### src/rtl/pipeline_control_package.sv
// Shared constants for the five-stage pipeline sequencing controller.
package pipeline_control_package;

  // Controller FSM states
  localparam logic [2:0] STATE_RESET_HOLD = 3'd0;
  localparam logic [2:0] STATE_RUN        = 3'd1;
  localparam logic [2:0] STATE_STALL      = 3'd2;
  localparam logic [2:0] STATE_FLUSH      = 3'd3;
  localparam logic [2:0] STATE_HALTED     = 3'd4;

  // Writeback source selector codes
  localparam logic [1:0] SOURCE_ALU       = 2'd0;
  localparam logic [1:0] SOURCE_IMMEDIATE = 2'd1;
  localparam logic [1:0] SOURCE_ZERO      = 2'd2;
  localparam logic [1:0] SOURCE_MEMORY    = 2'd3;

  // Operand forwarding select codes
  localparam logic [1:0] FORWARD_REGISTER_FILE = 2'd0;
  localparam logic [1:0] FORWARD_EX_MEM        = 2'd1;
  localparam logic [1:0] FORWARD_MEM_WB        = 2'd2;

  // Register 0 reads as zero and is never a real destination
  localparam int REGISTER_ZERO = 0;

  function automatic int max_int(input int a, input int b);
    return (a > b) ? a : b;
  endfunction

endpackage

### src/rtl/pipeline_hazard_controller_if.sv
// Datapath <-> hazard controller signal bundle. The datapath is the master
// (presents the ID instruction and branch/debug events), the controller is the slave.
interface pipeline_hazard_controller_if #(
  parameter int RSW = 5,
  parameter int SSW = 2,
  parameter int SCW = 16
);
  logic           id_input_type_1;
  logic           id_input_type_2;
  logic [RSW-1:0] id_input_register_selector_1;
  logic [RSW-1:0] id_input_register_selector_2;
  logic           id_output_enable;
  logic [SSW-1:0] id_output_source_selector;
  logic [RSW-1:0] id_output_register_selector;
  logic           branch_taken;
  logic           halt_request;
  logic           resume_request;

  logic           pc_enable;
  logic           if_id_enable;
  logic           if_id_flush;
  logic           id_ex_bubble;
  logic [1:0]     forward_select_1;
  logic [1:0]     forward_select_2;
  logic           halted;
  logic [SCW-1:0] stall_count;

  modport master (
    output id_input_type_1, id_input_type_2,
           id_input_register_selector_1, id_input_register_selector_2,
           id_output_enable, id_output_source_selector, id_output_register_selector,
           branch_taken, halt_request, resume_request,
    input  pc_enable, if_id_enable, if_id_flush, id_ex_bubble,
           forward_select_1, forward_select_2, halted, stall_count
  );

  modport slave (
    input  id_input_type_1, id_input_type_2,
           id_input_register_selector_1, id_input_register_selector_2,
           id_output_enable, id_output_source_selector, id_output_register_selector,
           branch_taken, halt_request, resume_request,
    output pc_enable, if_id_enable, if_id_flush, id_ex_bubble,
           forward_select_1, forward_select_2, halted, stall_count
  );
endinterface

### src/rtl/hazard_forwarding_unit.sv
// Combinational compare of the two ID source operands against the EX and MEM
// destination tracking registers: forwarding selects plus load-use detect.
module hazard_forwarding_unit
  import pipeline_control_package::*;
#(
  parameter int RSW = 5
) (
  input  logic [1:0]          src_is_reg_i,
  input  logic [1:0][RSW-1:0] src_sel_i,
  input  logic                ex_valid_i,
  input  logic [RSW-1:0]      ex_dest_i,
  input  logic                ex_is_load_i,
  input  logic                mem_valid_i,
  input  logic [RSW-1:0]      mem_dest_i,
  output logic [1:0][1:0]     fwd_sel_o,
  output logic                load_use_o
);

  logic [1:0] live;
  logic [1:0] hit_ex;
  logic [1:0] hit_mem;

  for (genvar g = 0; g < 2; g++) begin : g_op
    // Immediates and r0 never depend on an in-flight result
    assign live[g]    = src_is_reg_i[g] && (src_sel_i[g] != RSW'(REGISTER_ZERO));
    assign hit_ex[g]  = live[g] && ex_valid_i  && (src_sel_i[g] == ex_dest_i);
    assign hit_mem[g] = live[g] && mem_valid_i && (src_sel_i[g] == mem_dest_i);
    // The younger (EX) result shadows an older MEM write to the same register
    assign fwd_sel_o[g] = hit_ex[g]  ? FORWARD_EX_MEM :
                          hit_mem[g] ? FORWARD_MEM_WB : FORWARD_REGISTER_FILE;
  end

  // A load in EX has no data until MEM/WB, so a dependent ID op must wait a cycle
  assign load_use_o = ex_valid_i && ex_is_load_i && (|hit_ex);

endmodule

### src/rtl/pipeline_hazard_controller.sv
// Sequencing controller for the IF/ID/EX/MEM/WB datapath: destination tracking,
// forwarding selects, load-use stall, branch squash and reset-hold/run/halt FSM.
module pipeline_hazard_controller
  import pipeline_control_package::*;
#(
  parameter int REGISTER_SELECTOR_WIDTH = 5,
  parameter int SOURCE_SELECTOR_WIDTH   = 2,
  parameter int FLUSH_CYCLES            = 2,
  parameter int RESET_HOLD_CYCLES       = 4,
  parameter int STALL_COUNTER_WIDTH     = 16
) (
  input logic clock,
  input logic reset_n,
  pipeline_hazard_controller_if.slave ctl
);

  localparam int RSW   = REGISTER_SELECTOR_WIDTH;
  localparam int SSW   = SOURCE_SELECTOR_WIDTH;
  localparam int SCW   = STALL_COUNTER_WIDTH;
  localparam int CNT_W = $clog2(max_int(RESET_HOLD_CYCLES, FLUSH_CYCLES) + 1);

  logic [2:0]       state_q, state_d;
  logic [CNT_W-1:0] cnt_q, cnt_d;
  logic             halt_pending_q, halt_pending_d;
  logic [SCW-1:0]   stall_count_q, stall_count_d;

  logic             ex_valid_q, ex_is_load_q, mem_valid_q;
  logic [RSW-1:0]   ex_dest_q, mem_dest_q;

  logic             pc_en, ifid_en, ifid_flush, bubble, halted, count_inc;
  logic [1:0][1:0]  fwd_sel;
  logic             load_use;

  hazard_forwarding_unit #(.RSW(RSW)) u_fwd (
    .src_is_reg_i ({ctl.id_input_type_2, ctl.id_input_type_1}),
    .src_sel_i    ({ctl.id_input_register_selector_2, ctl.id_input_register_selector_1}),
    .ex_valid_i   (ex_valid_q),
    .ex_dest_i    (ex_dest_q),
    .ex_is_load_i (ex_is_load_q),
    .mem_valid_i  (mem_valid_q),
    .mem_dest_i   (mem_dest_q),
    .fwd_sel_o    (fwd_sel),
    .load_use_o   (load_use)
  );

  // FSM next state and buffer-enable decode; RUN outputs depend on this cycle's hazards
  always_comb begin
    state_d        = state_q;
    cnt_d          = cnt_q;
    halt_pending_d = halt_pending_q;
    pc_en          = 1'b0;
    ifid_en        = 1'b0;
    ifid_flush     = 1'b0;
    bubble         = 1'b1;
    halted         = 1'b0;
    count_inc      = 1'b0;
    case (state_q)
      STATE_RESET_HOLD: begin
        ifid_flush = 1'b1;
        if (cnt_q == '0) state_d = STATE_RUN;
        else             cnt_d   = cnt_q - CNT_W'(1);
      end
      STATE_RUN: begin
        pc_en   = 1'b1;
        ifid_en = 1'b1;
        bubble  = 1'b0;
        // Taken branch squashes the dependent op, so a coincident load-use is moot
        if (ctl.branch_taken) begin
          state_d = STATE_FLUSH;
          cnt_d   = CNT_W'(FLUSH_CYCLES - 1);
        end else if (load_use) begin
          pc_en     = 1'b0;
          ifid_en   = 1'b0;
          bubble    = 1'b1;
          count_inc = 1'b1;
          state_d   = STATE_STALL;
        end else if (ctl.halt_request || halt_pending_q) begin
          state_d        = STATE_HALTED;
          halt_pending_d = 1'b0;
        end
      end
      STATE_STALL: begin
        pc_en     = 1'b1;
        ifid_en   = 1'b1;
        bubble    = 1'b0;
        count_inc = 1'b1;
        state_d   = STATE_RUN;
        if (ctl.halt_request) halt_pending_d = 1'b1;
      end
      STATE_FLUSH: begin
        pc_en      = 1'b1;
        ifid_en    = 1'b1;
        ifid_flush = 1'b1;
        count_inc  = 1'b1;
        if (ctl.halt_request) halt_pending_d = 1'b1;
        if (cnt_q == '0) state_d = STATE_RUN;
        else             cnt_d   = cnt_q - CNT_W'(1);
      end
      STATE_HALTED: begin
        halted = 1'b1;
        if (ctl.resume_request) state_d = STATE_RUN;
      end
      default: begin
        ifid_flush = 1'b1;
        state_d    = STATE_RESET_HOLD;
        cnt_d      = CNT_W'(RESET_HOLD_CYCLES - 1);
      end
    endcase
    stall_count_d = (count_inc && (stall_count_q != '1)) ? stall_count_q + SCW'(1)
                                                         : stall_count_q;
  end

  // FSM, hold/flush counter, pending halt and saturating stall counter
  always_ff @(posedge clock or negedge reset_n) begin
    if (!reset_n) begin
      state_q        <= STATE_RESET_HOLD;
      cnt_q          <= CNT_W'(RESET_HOLD_CYCLES - 1);
      halt_pending_q <= 1'b0;
      stall_count_q  <= '0;
    end else begin
      state_q        <= state_d;
      cnt_q          <= cnt_d;
      halt_pending_q <= halt_pending_d;
      stall_count_q  <= stall_count_d;
    end
  end

  // Destination tracking shadows the ID/EX and EX/MEM buffers; a bubble enters EX empty
  always_ff @(posedge clock or negedge reset_n) begin
    if (!reset_n) begin
      ex_valid_q   <= 1'b0;
      ex_dest_q    <= '0;
      ex_is_load_q <= 1'b0;
      mem_valid_q  <= 1'b0;
      mem_dest_q   <= '0;
    end else begin
      mem_valid_q  <= ex_valid_q;
      mem_dest_q   <= ex_dest_q;
      ex_valid_q   <= !bubble && ctl.id_output_enable &&
                      (ctl.id_output_register_selector != RSW'(REGISTER_ZERO));
      ex_dest_q    <= bubble ? '0 : ctl.id_output_register_selector;
      ex_is_load_q <= !bubble && (ctl.id_output_source_selector == SSW'(SOURCE_MEMORY));
    end
  end

  assign ctl.pc_enable        = pc_en;
  assign ctl.if_id_enable     = ifid_en;
  assign ctl.if_id_flush      = ifid_flush;
  assign ctl.id_ex_bubble     = bubble;
  assign ctl.forward_select_1 = fwd_sel[0];
  assign ctl.forward_select_2 = fwd_sel[1];
  assign ctl.halted           = halted;
  assign ctl.stall_count      = stall_count_q;

endmodule

### src/flat_wrapper.sv
// flat-port wrapper written by rule: the top's interface ports become plain ports
module pipeline_hazard_controller_flat import pipeline_control_package::*;
#(
  parameter int REGISTER_SELECTOR_WIDTH = 5,
  parameter int SOURCE_SELECTOR_WIDTH   = 2,
  parameter int FLUSH_CYCLES            = 2,
  parameter int RESET_HOLD_CYCLES       = 4,
  parameter int STALL_COUNTER_WIDTH     = 16
)
  (clock, reset_n, ctl_id_input_type_1, ctl_id_input_type_2, ctl_id_input_register_selector_1, ctl_id_input_register_selector_2, ctl_id_output_enable, ctl_id_output_source_selector, ctl_id_output_register_selector, ctl_branch_taken, ctl_halt_request, ctl_resume_request, ctl_pc_enable, ctl_if_id_enable, ctl_if_id_flush, ctl_id_ex_bubble, ctl_forward_select_1, ctl_forward_select_2, ctl_halted, ctl_stall_count);
  pipeline_hazard_controller_if #(.RSW(5), .SSW(2), .SCW(16)) ctl_i ();
  input logic clock;
  input logic reset_n;
  input wire logic [$bits(ctl_i.id_input_type_1)-1:0] ctl_id_input_type_1;
  input wire logic [$bits(ctl_i.id_input_type_2)-1:0] ctl_id_input_type_2;
  input wire logic [$bits(ctl_i.id_input_register_selector_1)-1:0] ctl_id_input_register_selector_1;
  input wire logic [$bits(ctl_i.id_input_register_selector_2)-1:0] ctl_id_input_register_selector_2;
  input wire logic [$bits(ctl_i.id_output_enable)-1:0] ctl_id_output_enable;
  input wire logic [$bits(ctl_i.id_output_source_selector)-1:0] ctl_id_output_source_selector;
  input wire logic [$bits(ctl_i.id_output_register_selector)-1:0] ctl_id_output_register_selector;
  input wire logic [$bits(ctl_i.branch_taken)-1:0] ctl_branch_taken;
  input wire logic [$bits(ctl_i.halt_request)-1:0] ctl_halt_request;
  input wire logic [$bits(ctl_i.resume_request)-1:0] ctl_resume_request;
  output wire logic [$bits(ctl_i.pc_enable)-1:0] ctl_pc_enable;
  output wire logic [$bits(ctl_i.if_id_enable)-1:0] ctl_if_id_enable;
  output wire logic [$bits(ctl_i.if_id_flush)-1:0] ctl_if_id_flush;
  output wire logic [$bits(ctl_i.id_ex_bubble)-1:0] ctl_id_ex_bubble;
  output wire logic [$bits(ctl_i.forward_select_1)-1:0] ctl_forward_select_1;
  output wire logic [$bits(ctl_i.forward_select_2)-1:0] ctl_forward_select_2;
  output wire logic [$bits(ctl_i.halted)-1:0] ctl_halted;
  output wire logic [$bits(ctl_i.stall_count)-1:0] ctl_stall_count;
  assign ctl_i.id_input_type_1 = ctl_id_input_type_1;
  assign ctl_i.id_input_type_2 = ctl_id_input_type_2;
  assign ctl_i.id_input_register_selector_1 = ctl_id_input_register_selector_1;
  assign ctl_i.id_input_register_selector_2 = ctl_id_input_register_selector_2;
  assign ctl_i.id_output_enable = ctl_id_output_enable;
  assign ctl_i.id_output_source_selector = ctl_id_output_source_selector;
  assign ctl_i.id_output_register_selector = ctl_id_output_register_selector;
  assign ctl_i.branch_taken = ctl_branch_taken;
  assign ctl_i.halt_request = ctl_halt_request;
  assign ctl_i.resume_request = ctl_resume_request;
  assign ctl_pc_enable = ctl_i.pc_enable;
  assign ctl_if_id_enable = ctl_i.if_id_enable;
  assign ctl_if_id_flush = ctl_i.if_id_flush;
  assign ctl_id_ex_bubble = ctl_i.id_ex_bubble;
  assign ctl_forward_select_1 = ctl_i.forward_select_1;
  assign ctl_forward_select_2 = ctl_i.forward_select_2;
  assign ctl_halted = ctl_i.halted;
  assign ctl_stall_count = ctl_i.stall_count;
  pipeline_hazard_controller #(.REGISTER_SELECTOR_WIDTH(REGISTER_SELECTOR_WIDTH), .SOURCE_SELECTOR_WIDTH(SOURCE_SELECTOR_WIDTH), .FLUSH_CYCLES(FLUSH_CYCLES), .RESET_HOLD_CYCLES(RESET_HOLD_CYCLES), .STALL_COUNTER_WIDTH(STALL_COUNTER_WIDTH)) u_core (.clock(clock), .reset_n(reset_n), .ctl(ctl_i));
endmodule
### config.mk
export PLATFORM = sky130hd
export DESIGN_NAME = pipeline_hazard_controller_flat
export DESIGN_NICKNAME = d
export VERILOG_FILES = /design/src/rtl/pipeline_control_package.sv /design/src/rtl/pipeline_hazard_controller_if.sv /design/src/rtl/hazard_forwarding_unit.sv /design/src/rtl/pipeline_hazard_controller.sv /design/src/flat_wrapper.sv
export SDC_FILE = /design/constraint.sdc
export NUM_CORES = 1
export LEC_CHECK = 0
export ABC_AREA = 0
export CAP_MARGIN = 20
export CORE_UTILIZATION = 25
export CTS_CLUSTER_SIZE = 10
export DETAILED_ROUTE_END_ITERATION = 8
export GPL_ROUTABILITY_DRIVEN = 1
export PLACE_DENSITY = 0.55
export SLEW_MARGIN = 20
export SYNTH_ARGS = -nofsm -noshare
export SYNTH_HDL_FRONTEND = slang
export SYNTH_SLANG_ARGS = --single-unit
### constraint.sdc
create_clock -name clock -period 5 [get_ports clock]
set_input_delay 0.75 -clock clock [delete_from_list [all_inputs] [get_ports clock]]
set_output_delay 0.75 -clock clock [all_outputs]
set_load 0.05 [all_outputs]
==> qor.yml <==
setup_path:
  critPathRequiredTime_ps: 4250
  path_class: "input port to output port"
  reg2reg_from: "u_core.state_q[0]"
  worstPathArrival_ps: 3440
  startpoint_type: "input port"
  rrSetupSlack_ps: 2920
  end_kind: "output port"
  reg2reg_to: "u_core.ctl.stall_count[14]"
  crit_fanout: 5
  r2r_cells: 7
clock_tree:
  clk_pin_slew_worst_paths_ps: 70
  cts_sinks: 36
  cts.htree.levels: 2
  cts_tree: "built"
  root_buffer: "clkbuf_8"
  numCtsBuffers: 5
  postCtsSetupBuffers: 0
  clk_latency_ps: 280
  cts_resized: 0
  hold_buffers: 0
  clk_path_buf_depth: 2
grt:
  grt_first_pass_wirelength_um: 7910
  grt_use_total: 0.122
  first_global_vias: 1641
  overflow: 0
  antenna_found_initial: 0
  grt_max_degree: 37
pwr:
  p_leak_nw: 1.05
  power_frac_seq: 0.356
  p_int_w: 0.000781
  power_frac_clock: 0.159
  swShare: 0.444
  ir_drop_mv: 0.664
  p_switching_w: 0.000624
  p_per_area_mw_per_mm2: 533
  pwr-share-comb: 0.485
hold_path:
  hold_class: "flip-flop to flip-flop"
  min_to: "u_core.mem_dest_q[4]"
  hold_start: "u_core.ex_dest_q[4]"
  min_path_cells: 0
synthesis:
  synth_nets: 222
  synth_ff_type: "dfrtp_1"
  ys_types: 39
  synth_area_mm2: 0.00195
  synth_edf_count: 0
  yosysMostFrequentCell: "dfrtp_1"
  ys_async_sr_fraction: 1.00
  synthTopCellsByCount: "34 x dfrtp_1, 20 x xnor2_1, 19 x nand2_1"
  synth_area_per_cell_um2: 10.0
  synth_top_area_frac: 0.437
  synthTopCellsByArea: "dfrtp_1 44%, xnor2_1 9.0%, xor2_1 7.7%, nand2_1 3.7%, dfstp_2 2.7%"
  synth_seq_cells: 36
  ys_warn_count: 0
  yosysSeqAreaShare: 0.464
  synth.largest_area_cell: "dfrtp_1"
  synthCells: 194
die:
  boundaryPins: 50
  die_h_um: 90.2
  dieArea_mm2: 0.00814
  core_area_mm2: 0.00737
  fp.dieW_um: 90.2
  rows: 31
  start_util: 0.264
timing:
  drv_slew: 0
  worst_slew_margin_rel: 0.654
  tightest_slew_ps: 518
  max_freq_ghz: 0.239
  finalCriticalPeriod_ps: 4190
  setup_violations: 0
  setup_tns_ps: 0
  finalHoldViolations: 0
  rsz0062_at_grt: "no"
  clock_skew_ps: 10.1
  layout_worst_path_cycle_share: 0.837
placement:
  hpwl_um: 3440
  placed_area_mm2: 0.00254
  port_buffers: 49
  place.gp.congestion: 0.779
cells_and_area:
  finalInstanceArea_mm2: 0.00264
  antenna_cells: 0
  drive_above_1_share: 0.0772
  fin_nets: 274
  syn_to_final_growth_pct: 35.6
run_status:
  status: "finished, final reports clean"
drt:
  viasPerCell: 4.57
  drc: 0
  routed_wl_um: 4520
  vias: 1575
  postRouteAntennaNets: 0
  wl_per_cell_um: 13.1
  dr.pass1.iters: 4
  drt_iter0_markers: 55
job:
  maxCapViolCount: 0
how the worst max path moves through the flow:
stage	to	from	cells past startpoint	slack, ps
3_3_place_gp	ctl_pc_enable	ctl_id_input_register_selector_2[1]	8	820
2_1_floorplan	ctl_pc_enable	ctl_id_input_register_selector_2[2]	7	1370
4_1_cts	ctl_if_id_enable	ctl_id_input_register_selector_2[1]	8	800
3_5_place_dp	ctl_id_ex_bubble	ctl_id_input_register_selector_2[1]	9	820
6_report	ctl_if_id_enable	ctl_id_input_register_selector_2[1]	8	810
5_1_grt	ctl_if_id_enable	ctl_id_input_register_selector_1[3]	8	690
flip-flops by register name (all words and copies together), names as in the netlist:
register,flops
u_core.cnt_q,3
u_core.ctl.stall_count,16
u_core.ex_dest_q,5
u_core.ex_is_load_q,1
u_core.ex_valid_q,1
u_core.halt_pending_q,1
u_core.mem_dest_q,5
u_core.mem_valid_q,1
u_core.state_q,3
cells in the final DEF (no fill, tap or decap), drive strengths merged, types with 3 or more instances in the layout:
master,synthesis,final
dfrtp,34,34
clkdlybuf4s50,0,49
nor3,10,10
and3,3,3
nand2,19,19
ha,3,3
and2,6,6
nor2,12,12
inv,9,9
xnor2,20,20
nand4,7,7
nor4,4,4
xor2,17,17
o21ai,11,11
a21oi,3,3
nand3,9,9
clkbuf,1,7
power by group through the flow:
stage | registers, W | logic [W] | clock network, W
after global placement | 0.000508 | 0.000682 | 0
final | 0.000501 | 0.000682 | 0.000223
after CTS | 0.000503 | 0.000689 | 0.000232
after detailed placement | 0.000509 | 0.000687 | 0
after floorplan | 0.000541 | 0.000451 | 0
after global routing | 0.000518 | 0.000749 | 0.000244
cells by family (layout without fill, tap and decap cells):
group	Yosys count	count (layout)	share of synthesized area
compound gates	26	26	0.0997
mux	1	1	0.00514
buf+inv	14	66	0.0309
xor+xnor	37	37	0.167
fa+ha+maj	3	3	0.0193
flops	36	36	0.464
simple gates	77	77	0.214
layout make-up:
type	instances	area, um^2
inverter	9	33.8
timing repair buffer	50	498
multi-input combinational	144	982
fill	776	4730
clock buffer	7	96.3
sequential	36	903
tap	99	124
worst max-delay path: stages:
cell,delay (ps)
clkdlybuf4s50_1,470
or4_1,570
o21ai_2,160
nor3_2,100
o211a_4,280
a21o_1,220
nand2_1,80
clkdlybuf4s50_1,810
metrics by stage:
step	power, W	hold slack, ps	utilization	worst slack, ps	std cells
global placement	0.00119	438	0.345	820	338
floorplan	0.000991	411	-	1370	194
finish	0.00141	444	0.358	814	345
CTS	0.00142	455	0.358	797	345
global route	0.00151	469	0.358	690	345
detailed placement	0.00120	439	0.345	817	338
per-layer routing:
metal  part of all wire  global-route usage  up-vias
li1                   -                   -      775
met1               0.47               0.153      753
met2               0.45               0.194       41
met3              0.069              0.0440        6
met4              0.013              0.0376        0
met5                  0                   0        -
Power figures use the tool's default switching activity.
